$ cat src/rtl/rom_loader.sv
// rtl/rom_loader.sv - copies a KB*1024-byte registered ROM to a destination bus, one byte per handshake
module rom_loader #(
  parameter int          KB   = 0,
  parameter logic [21:0] BASE = 22'h000000,
  localparam int         AW   = (KB < 1) ? 1 : $clog2(KB * 1024)
) (
  input  logic          clock,
  input  logic          reset,
  input  logic          start,
  output logic [AW-1:0] ra,
  input  logic [7:0]    rq,
  output logic          wr,
  output logic [21:0]   wa,
  output logic [7:0]    wd,
  input  logic          ack,
  output logic          busy,
  output logic          done
);

  localparam logic [AW-1:0] LAST = AW'(KB * 1024 - 1);

  typedef enum logic [2:0] {IDLE, FETCH, LATCH, WRITE, DONE} state_t;

  state_t        state;
  logic [AW-1:0] count;

  always_ff @(posedge clock or negedge reset) begin
    if (!reset) begin
      state <= IDLE;
      ra    <= '0;
      count <= '0;
      wa    <= '0;
      wd    <= '0;
      wr    <= 1'b0;
      busy  <= 1'b0;
      done  <= 1'b0;
    end else begin
      case (state)
        IDLE, DONE: begin
          if (start) begin
            ra    <= '0;
            count <= '0;
            done  <= 1'b0;
            busy  <= 1'b1;
            state <= FETCH;
          end
        end
        // ra is held this edge so the ROM output register captures mem[ra]
        FETCH: state <= LATCH;
        LATCH: begin
          wd    <= rq;
          wa    <= BASE + 22'(count);
          wr    <= 1'b1;
          state <= WRITE;
        end
        WRITE: begin
          if (ack) begin
            wr <= 1'b0;
            if (count == LAST) begin
              busy  <= 1'b0;
              done  <= 1'b1;
              state <= DONE;
            end else begin
              count <= count + 1'b1;
              ra    <= ra + 1'b1;
              state <= FETCH;
            end
          end
        end
        default: state <= IDLE;
      endcase
    end
  end

endmodule

$ cat config.mk
export PLATFORM = sky130hd
export DESIGN_NAME = rom_loader
export DESIGN_NICKNAME = d
export VERILOG_FILES = /design/src/rtl/rom_loader.sv
export SDC_FILE = /design/constraint.sdc
export NUM_CORES = 1
export LEC_CHECK = 0
export CORE_ASPECT_RATIO = 1.2
export CORE_MARGIN = 4
export CORE_UTILIZATION = 38
export CTS_CLUSTER_DIAMETER = 100
export DETAILED_ROUTE_END_ITERATION = 8
export GPL_TIMING_DRIVEN = 0
export HOLD_SLACK_MARGIN = 0.06
export PLACE_DENSITY = 0.78
export SYNTH_ARGS = -nofsm -noshare
export SYNTH_HDL_FRONTEND = slang
export SYNTH_SLANG_ARGS = --single-unit
$ cat constraint.sdc
create_clock -name clock -period 1.6 [get_ports clock]
set_input_delay 0.24 -clock clock [delete_from_list [all_inputs] [get_ports clock]]
set_output_delay 0.24 -clock clock [all_outputs]
set_load 0.01 [all_outputs]
==> results of run 1 <==
## flip-flops by register name, indices dropped and copies added, names as in the netlist
register	cells
wd	8
state	3
busy	1
count	1
done	1
ra	1
wa	1
wr	1
## layout make-up
type / count / area (um^2) / area share
Sequential cell: 17 / 425 / 0.338
Multi-Input combinational cell: 54 / 349 / 0.277
Timing Repair Buffer: 24 / 240 / 0.191
Buffer: 22 / 169 / 0.134
Tap cell: 30 / 37.5 / 0.0298
Clock buffer: 3 / 22.5 / 0.0179
Inverter: 3 / 11.3 / 0.00894
Clock inverter: 1 / 5.00 / 0.00397
## worst paths after layout
check / to / cells past startpoint
max: ra / 1
min: wd[7]$_DFFE_PN0P_ / 1
max reg2reg: wd[5]$_DFFE_PN0P_ / 3
min reg2reg: wr$_DFFE_PN0P_ / 1
max in group asynchronous: wd[5]$_DFFE_PN0P_ / 1
min in group clock: wr$_DFFE_PN0P_ / 1
## through the flow
stage	cell area [um^2]	utilization	total power, mW	hold slack, ns
global route	1260	0.589	2.25	0.441
CTS	1260	0.589	2.13	0.399
global placement	1230	0.576	1.85	0.463
floorplan	955	-	1.43	-0.0556
detailed placement	1230	0.576	1.90	0.469
finish	1260	0.589	2.10	0.378
## layer usage
metal  routed length, um  vias to the layer above  global-route usage
li1                    -                      308                   -
met1                 622                      286               0.111
met2                 793                       29               0.212
met3                 178                        0              0.0344
met4                   0                        0              0.0449
met5                   0                        -                   0
## power by group through the flow
stage / logic, mW / registers [mW] / clock network (mW)
finish: 1.09 / 0.779 / 0.226
global route: 1.18 / 0.817 / 0.253
CTS: 1.11 / 0.783 / 0.239
detailed placement: 1.11 / 0.791 / 0
global placement: 1.08 / 0.775 / 0
floorplan: 0.575 / 0.850 / 0
## kinds of logic after synthesis
group                  after synthesis
AO/OA/AOI/OAI                        9
AND/OR/NAND/NOR                     15
flip-flops                          17
buffers and inverters               25
other                                1
multiplexers                         9
## Yosys cell counts
cell type,count
buf_4,21
dfrtp_1,17
mux2_2,9
inv_1,3
o21ai_0,3
a21o_1,2
a21oi_1,2
and3_2,2
nand2_1,2
nand4_1,2
nor2_1,2
a31o_2,1
and3b_1,1
buf_6,1
conb_1,1
nand2b_2,1
nand3_1,1
nor2_8,1
nor2b_1,1
nor3_1,1
o211ai_2,1
or3b_4,1
## cells in the final DEF (no fill, tap or decap), types with 2 or more instances in the layout
master,Yosys,routed
nand2_1,2,2
a21oi_1,2,2
mux2_2,9,9
inv_1,3,3
conb_1,1,21
nor2_1,2,2
and3_2,2,2
a21o_1,2,2
clkbuf_4,0,3
dfrtp_1,17,17
o21ai_0,3,3
clkdlybuf4s50_1,0,24
buf_4,21,21
nand4_1,2,2
==> reports/metrics.cfg, run 1 <==
[min_path]
hp-class=input port to async pin

[sta]
max_slew.worst_pin.slew_ns=0.739
setup_ws_ns=0.0910
fin_skew_ns=0.00676
finalCritPeriodShare=0.943
final-hold-violation-count=0
drv_slew=0
post-route-min-period_ns=1.51
rsz0062_at_grt=no
fin_tns_setup_ns=0
setup_viol=0
fmax_mhz=663
relSlewSlack=0.506

[drt]
vias=623
drt-vias-per-instance=4.05
wl_mm=1.59
wl_per_cell_um=10.4
drt_iter0_drc=3
first_pass_iters=2
ant_nets=0
drc=0

[clock_tree]
h-tree-depth=1
numCtsBuffers=3
insertion_delay_ns=0.29
clock-sinks=17
ctsHoldBuffers=0
post_cts_buffers=0
clk_pin_slew_ns=0.10
clock-root-buffer=clkbuf_4
cts_tree=yes
clockBufferDepth=2
cts_resized=0

[synthesis]
syn_avg_cell_area_um2=11.6
synth_cells=76
synthTopCellsByArea=dfrtp_1 (48%), buf_4 (18%), mux2_2 (12%), nor2_8 (2.3%), o21ai_0 (1.7%)
synth_compound_area_frac=0.0697
synth-adder-area-share=0
yosysUniqueCellTypes=22
synth_area_leader_cell=dfrtp_1
synth_top_family_by_area=buffers and inverters
synthSimpleGateAreaFrac=0.122
synth_warnings=0
yosys.area.top_type_share=0.484
syn_area_um2=880
synth_xor_area_frac=0
ys_ff_latch=17
ys_seq_area_frac=0.484
synth_mux_area_frac=0.115

[setup_path]
crit_family=buffers and inverters
startpoint=ra$_DFFE_PN0P_
cp_cell_sequence=clkdlybuf4s50_1
r2r_start=state[2]$_DFFE_PN0P_
reg2reg_slack_ns=0.25
critPathBufInv=1
required_ns=1.36
critPathArrivalTime_ns=1.27
critPathMaxStageDelay_ns=0.56
start_kind=register
slowest_stage=clkdlybuf4s50_1
endpoint_kind=output pin
crit_fanout=4
path_class=register to output pin

[placed_design]
port_buffers=24
pre_cts_slack_ns=0.0693
gp_congestion=0.674
dp_hpwl_mm=1.30
numPlacedInstances=150

[floorplanning]
die_area_mm2=0.00315
core_area_mm2=0.00214
pin_count=46
die_w_um=51.9
num_rows=18
initial_core_util=0.411
dieHeight_um=60.7

[power]
powerDensity_mw_per_mm2=1660
seq_power_share=0.372
swShare=0.344
p_int_mw=1.38
vdd_drop_max_mv=1.01
comb_power_share=0.521
p_clk_frac=0.108
p_leak_nw=0.626
p_switching_mw=0.720

[global_route]
antenna_found_initial=0
grt-ovfl-total=0
grt_pass1_vias=599
grt_usage=0.111
grt_max_degree=18
grt_first_pass_wirelength_mm=2.60

[status]
status=complete, no violations

[flow_run]
drv_cap=0

[final_layout]
drive_above_1_share=0.339
syn_to_final_growth_pct=43.2
fin_cells=154
diodes=0
filler_cell_count=190
layout.nets=137

Power figures use the tool's default switching activity.
==> run 2, diff against run 1 <==
==> constraint.sdc (replaced) <==
create_clock -name clock -period 1.6 [get_ports clock]
set_input_delay 0.24 -clock clock [delete_from_list [all_inputs] [get_ports clock]]
set_output_delay 0.24 -clock clock [all_outputs]
set_load 0.02 [all_outputs]
==> reports/metrics.cfg, run 2 (synthesized netlist as in run 1, its figures left out) <==
[status]
status=complete, no violations

[power]
p_leak_nw=0.629  ; +0.44%
powerDensity_mw_per_mm2=1780  ; +6.9%
p_switching_mw=0.868  ; +21%
swShare=0.388  ; +0.0442
p_clk_frac=0.101  ; -0.007
p_int_mw=1.37  ; -0.41%
power.total_mw=2.24  ; +6.8%
vdd_drop_max_mv=1.10  ; +8.8%
comb_power_share=0.551  ; +0.030
seq_power_share=0.348  ; -0.024

[clock_tree]
clock-sinks=17  ; unchanged
clock-root-buffer=clkbuf_4
post_cts_buffers=0  ; unchanged
h-tree-depth=1  ; unchanged
clk_pin_slew_ns=0.10  ; about the same
numCtsBuffers=3  ; unchanged
insertion_delay_ns=0.29  ; about the same
clockBufferDepth=2  ; unchanged
cts_tree=yes

[sta]
max_slew.worst_pin.slew_ns=0.739  ; unchanged
post-route-min-period_ns=1.51  ; -0.000816 ns
drv_slew=0  ; unchanged
hold_ws_ns=0.378  ; unchanged
setup_viol=0  ; unchanged
final-hold-violation-count=0  ; unchanged
fmax_mhz=663  ; about the same
setup_ws_ns=0.0918  ; +0.000816 ns
relSlewSlack=0.506  ; unchanged
finalCritPeriodShare=0.943  ; about the same
rsz0062_at_grt=no
fin_skew_ns=0.00676  ; unchanged
fin_tns_setup_ns=0  ; unchanged

[floorplanning]
die_area_mm2=0.00315  ; unchanged
pin_count=46  ; unchanged
dieHeight_um=60.7  ; unchanged
initial_core_util=0.411  ; unchanged
core_area_mm2=0.00214  ; unchanged
num_rows=18  ; unchanged
die_w_um=51.9  ; unchanged

[final_layout]
regMostFlops=wd
most-common-layout-cells=clkdlybuf4s50_1 (23), buf_4 (21), conb_1 (21)
layout.nets=137  ; unchanged
largest_reg_flops=8  ; unchanged
largestRegisters=wd x8, state x3
diodes=0  ; unchanged
syn_to_final_growth_pct=43.1  ; about the same
fin_cells=154  ; unchanged
layout_commonest_cell=clkdlybuf4s50_1
filler_cell_count=191  ; +0.53%
drive_above_1_share=0.339  ; unchanged

[setup_path]
crit_family=buffers and inverters
critPathArrivalTime_ns=1.27  ; about the same
critPathMaxStageDelay_ns=0.61  ; +0.05 ns
cp_cell_sequence=clkdlybuf4s50_1
slowest_stage=clkdlybuf4s50_1
r2r_end=wd[5]$_DFFE_PN0P_
path_class=register to output pin
reg2reg_slack_ns=0.25  ; about the same
start_kind=register
crit_fanout=2  ; -2
endpoint_kind=output pin
r2r_start=state[2]$_DFFE_PN0P_
critPathBufInv=1  ; unchanged
required_ns=1.36  ; about the same
reg2reg_depth=3  ; unchanged

[drt]
wl_per_cell_um=10.4  ; unchanged
drt-vias-per-instance=4.05  ; unchanged
wl_met1_um=622  ; unchanged
drc=0  ; unchanged
wl_mm=1.59  ; unchanged
top_layer=met3
drt_iter0_drc=3  ; unchanged
wl_met3_um=178  ; unchanged
vias=623  ; unchanged
met2_length_um=793  ; unchanged
ant_nets=0  ; unchanged
first_pass_iters=2  ; unchanged

[global_route]
grt-ovfl-total=0  ; unchanged
grt_pass1_vias=599  ; unchanged
grt_max_degree=18  ; unchanged
grt_usage=0.111  ; unchanged
antenna_found_initial=0  ; unchanged
grt_first_pass_wirelength_mm=2.60  ; unchanged

[placed_design]
dp_hpwl_mm=1.30  ; unchanged
port_buffers=24  ; unchanged
numPlacedInstances=150  ; unchanged
pre_cts_slack_ns=0.0693  ; unchanged
gp_congestion=0.674  ; unchanged

[min_path]
hp-class=input port to async pin

[flow_run]
drv_cap=0  ; unchanged

[run 2: changes by cell type in the layout (fill, tap and decap cells not counted)]
cell             change
clkdlybuf4s50_1      -1
dlygate4sd2_1        +1
[run 2: worst register-to-register path, stage by stage (launching register included)]
cell,delay (ns)
dfrtp_1,0.42
nand2b_2,0.26
nor2_8,0.20
mux2_2,0.36
[run 2: cell type report]
class                           count  area (um^2)  share of cell area
Sequential cell                    17          425               0.338
Multi-Input combinational cell     54          349               0.277
Timing Repair Buffer               24          239               0.190
Buffer                             22          169               0.134
Tap cell                           30         37.5              0.0298
Clock buffer                        3         22.5              0.0179
Inverter                            3         11.3             0.00895
Clock inverter                      1         5.00             0.00398
[run 2: what timing repair did]
action,4_1_cts,5_1_grt
gates resized for setup,1,0
endpoints found under the hold margin,0,0
endpoints found under the setup margin,1,0
hold buffers,0,0
[run 2: worst max-delay path by stage]
stage / start / end / slack [ns] / cells after the start
after global placement: ack / state[2]$_DFFE_PN0P_ / 0.07 / 4
after CTS: wd[6]$_DFFE_PN0P_ / wd[6] / 0.07 / 1
after detailed placement: ack / state[2]$_DFFE_PN0P_ / 0.07 / 4
final: wd[6]$_DFFE_PN0P_ / wd[6] / 0.09 / 1
after floorplan: state[2]$_DFFE_PN0P_ / wd[0]$_DFFE_PN0P_ / 0.35 / 3
after global routing: wr$_DFFE_PN0P_ / wr / 0.03 / 1
[run 2: per-stage QoR]
stage / instance area [um^2] / utilization
2_1_floorplan: 955 / -
3_3_place_gp: 1230 / 0.576
3_5_place_dp: 1230 / 0.576
4_1_cts: 1260 / 0.588
5_1_grt: 1260 / 0.588
6_report: 1260 / 0.588
[run 2: routing by layer]
metal / vias up / GRT usage
met5: - / 0
met4: 0 / 0.0449
met3: 0 / 0.0344
met2: 29 / 0.212
met1: 286 / 0.111
li1: 308 / -
[run 2: power by group through the flow]
stage	Sequential, mW	Combinational, mW	Clock [mW]
CTS	0.783	1.25	0.239
global placement	0.775	1.23	0
finish	0.779	1.23	0.226
floorplan	0.975	0.597	0
detailed placement	0.791	1.26	0
global route	0.817	1.33	0.253
==> run 3, diff against run 2 <==
--- a/config.mk
+++ b/config.mk
@@ -5,9 +5,10 @@
 export SDC_FILE = /design/constraint.sdc
 export NUM_CORES = 1
 export LEC_CHECK = 0
+export ABC_AREA = 1
 export CORE_ASPECT_RATIO = 1.2
 export CORE_MARGIN = 4
-export CORE_UTILIZATION = 38
+export CORE_UTILIZATION = 39
 export CTS_CLUSTER_DIAMETER = 100
 export DETAILED_ROUTE_END_ITERATION = 8
 export GPL_TIMING_DRIVEN = 0
==> reports/metrics.cfg, run 3 <==
[setup_path]
slowest_stage=clkdlybuf4s50_1
r2r_end=done$_DFFE_PN0P_
cp-endpoint=ra
required_ns=1.36  ; about the same
path_class=register to output pin
cp_cell_sequence=clkdlybuf4s50_1
critPathArrivalTime_ns=1.29  ; +0.02 ns
reg2reg_slack_ns=0.40  ; +0.15 ns
critPathMaxStageDelay_ns=0.63  ; +0.02 ns
reg2reg_depth=8  ; +5
worstSetupPathDepth=1  ; unchanged
startpoint=ra$_DFFE_PN0P_
endpoint_kind=output pin
crit_fanout=3  ; +1
critPathBufInv=1  ; unchanged
r2r_start=state[2]$_DFFE_PN0P_
start_kind=register
crit_family=buffers and inverters

[placed_design]
gp_congestion=0.804  ; +19%
port_buffers=24  ; unchanged
dp_hpwl_mm=1.51  ; +16%
numPlacedInstances=188  ; +25%

[synthesis]
syn_area_um2=936  ; +6.4%
ys_ff_latch=17  ; unchanged
synth_cells=113  ; +49%
yosysMostFrequentCell=nand2_1
synth_edf_count=0  ; unchanged
synth_warnings=0  ; unchanged
synthArstFlopShare=1.00  ; unchanged
synthTopCellsByArea=dfrtp_1 (45%), buf_4 (18%), nand2_1 (10%), inv_1 (5.6%), o21ai_0 (5.3%)
synth_area_leader_cell=dfrtp_1
ys_seq_area_frac=0.455  ; -0.0291
ys.flop_type=dfrtp_1
yosysUniqueCellTypes=17  ; -23%
synth_common_cells=nand2_1 (26), buf_4 (22), dfrtp_1 (17)
syn_avg_cell_area_um2=8.28  ; -28%
yosys.area.top_type_share=0.455  ; -0.0291

[clock_tree]
numCtsBuffers=3  ; unchanged
clockBufferDepth=2  ; unchanged
clock-root-buffer=clkbuf_4
h-tree-depth=1  ; unchanged
clock-sinks=17  ; unchanged
cts_resized=0  ; -1
cts_tree=yes
insertion_delay_ns=0.28  ; about the same
ctsHoldBuffers=0  ; unchanged
post_cts_buffers=0  ; unchanged
clk_pin_slew_ns=0.10  ; about the same

[drt]
vias=765  ; +23%
first_pass_iters=4  ; +2
ant_nets=0  ; unchanged
drt-vias-per-instance=3.98  ; -1.5%
wl_mm=1.80  ; +13%
wl_per_cell_um=9.38  ; -9.4%
drt_iter0_drc=11  ; +8
drc=0  ; unchanged

[min_path]
hp-class=input port to async pin

[sta]
fmax_mhz=652  ; -1.7%
drv_slew=0  ; unchanged
fin_tns_setup_ns=0  ; unchanged
hold_ws_ns=0.391  ; +0.0133 ns
max_slew.worst_pin.slew_ns=0.749  ; +0.0104 ns
fin_skew_ns=0.000681  ; -0.00607 ns
post-route-min-period_ns=1.53  ; +0.0262 ns
relSlewSlack=0.499  ; -0.00696
rsz0062_at_grt=no
setup_viol=0  ; unchanged
final-hold-violation-count=0  ; unchanged
finalCritPeriodShare=0.959  ; +0.0164

[floorplanning]
die_w_um=52.7  ; +1.5%
pin_count=46  ; unchanged
dieHeight_um=61.7  ; +1.6%
die_area_mm2=0.00325  ; +3.1%
core_area_mm2=0.00228  ; +6.7%
num_rows=19  ; +1
initial_core_util=0.410  ; -0.00102

[power]
vdd_drop_max_mv=0.979  ; -11%
powerDensity_mw_per_mm2=1730  ; -2.4%
p_leak_nw=0.732  ; +16%
power.total_mw=2.29  ; +2.1%

[final_layout]
filler_cell_count=226  ; +18%
drive_above_1_share=0.248  ; -0.0903
final_core_util=0.577  ; -0.0110
regMostFlops=wd
diodes=0  ; unchanged
layout.nets=174  ; +27%
syn_to_final_growth_pct=40.8
fin_cells=192  ; +25%
largest_reg_flops=8  ; unchanged
most-common-layout-cells=nand2_1 (26), clkdlybuf4s50_1 (24), buf_4 (22)
largestRegisters=wd x8, state x3
layout_commonest_cell=nand2_1

[global_route]
grt_first_pass_wirelength_mm=3.06  ; +18%
grt-ovfl-total=0  ; unchanged
grt_usage=0.125  ; +0.0135
grt_pass1_vias=741  ; +24%
grt_max_degree=18  ; unchanged
antenna_found_initial=0  ; unchanged

[flow_run]
drv_cap=0  ; unchanged

[status]
status=complete, no violations

[run 3: metal layers]
layer,global-route usage,wire length (um),vias to the layer above
met3,0.0460,182,2
met5,0,0,-
met4,0.0438,14,0
li1,-,-,393
met2,0.225,929,33
met1,0.133,673,337
[run 3: through the flow]
| step | setup slack [ns] | instance area [um^2] |
|---|---|---|
| final | 0.0656 | 1320 |
| after global routing | 0.0141 | 1320 |
| after CTS | 0.0474 | 1320 |
| after detailed placement | 0.266 | 1290 |
| after global placement | 0.290 | 1290 |
| after floorplan | 0.529 | 1010 |
[run 3: cell type report]
type | instances | area [um^2] | share of cell area
multi-input combinational | 77 | 355 | 0.270
sequential | 17 | 425 | 0.323
inverter | 16 | 60.1 | 0.0456
clock inverter | 1 | 5.00 | 0.00380
buffer | 23 | 170 | 0.129
timing repair buffer | 24 | 240 | 0.182
tap | 31 | 38.8 | 0.0294
clock buffer | 3 | 22.5 | 0.0171
[run 3: cell families after synthesis]
| family | after synthesis | synth area share |
|---|---|---|
| simple gates | 45 | 0.237 |
| buf+inv | 39 | 0.246 |
| flops | 17 | 0.455 |
| compound gates | 11 | 0.0588 |
| other cells | 1 | 0.00401 |
[run 3: power breakdown]
part	switching (mW)	leakage [nW]	internal [mW]	total, mW
Clock	0.133	0.0177	0.0926	0.226
Combinational	0.732	0.505	0.553	1.29
Sequential	0.144	0.209	0.630	0.775
[run 3: how the worst min path moves through the flow]
stage,from,endpoint,slack [ns],depth (start not counted)
global route,reset,wd[2]$_DFFE_PN0P_,0.44,1
detailed placement,busy$_DFFE_PN0P_,busy$_DFFE_PN0P_,0.46,2
global placement,busy$_DFFE_PN0P_,busy$_DFFE_PN0P_,0.46,2
CTS,reset,wd[3]$_DFFE_PN0P_,0.42,1
finish,reset,wd[7]$_DFFE_PN0P_,0.39,1
floorplan,reset,busy$_DFFE_PN0P_,-0.06,0
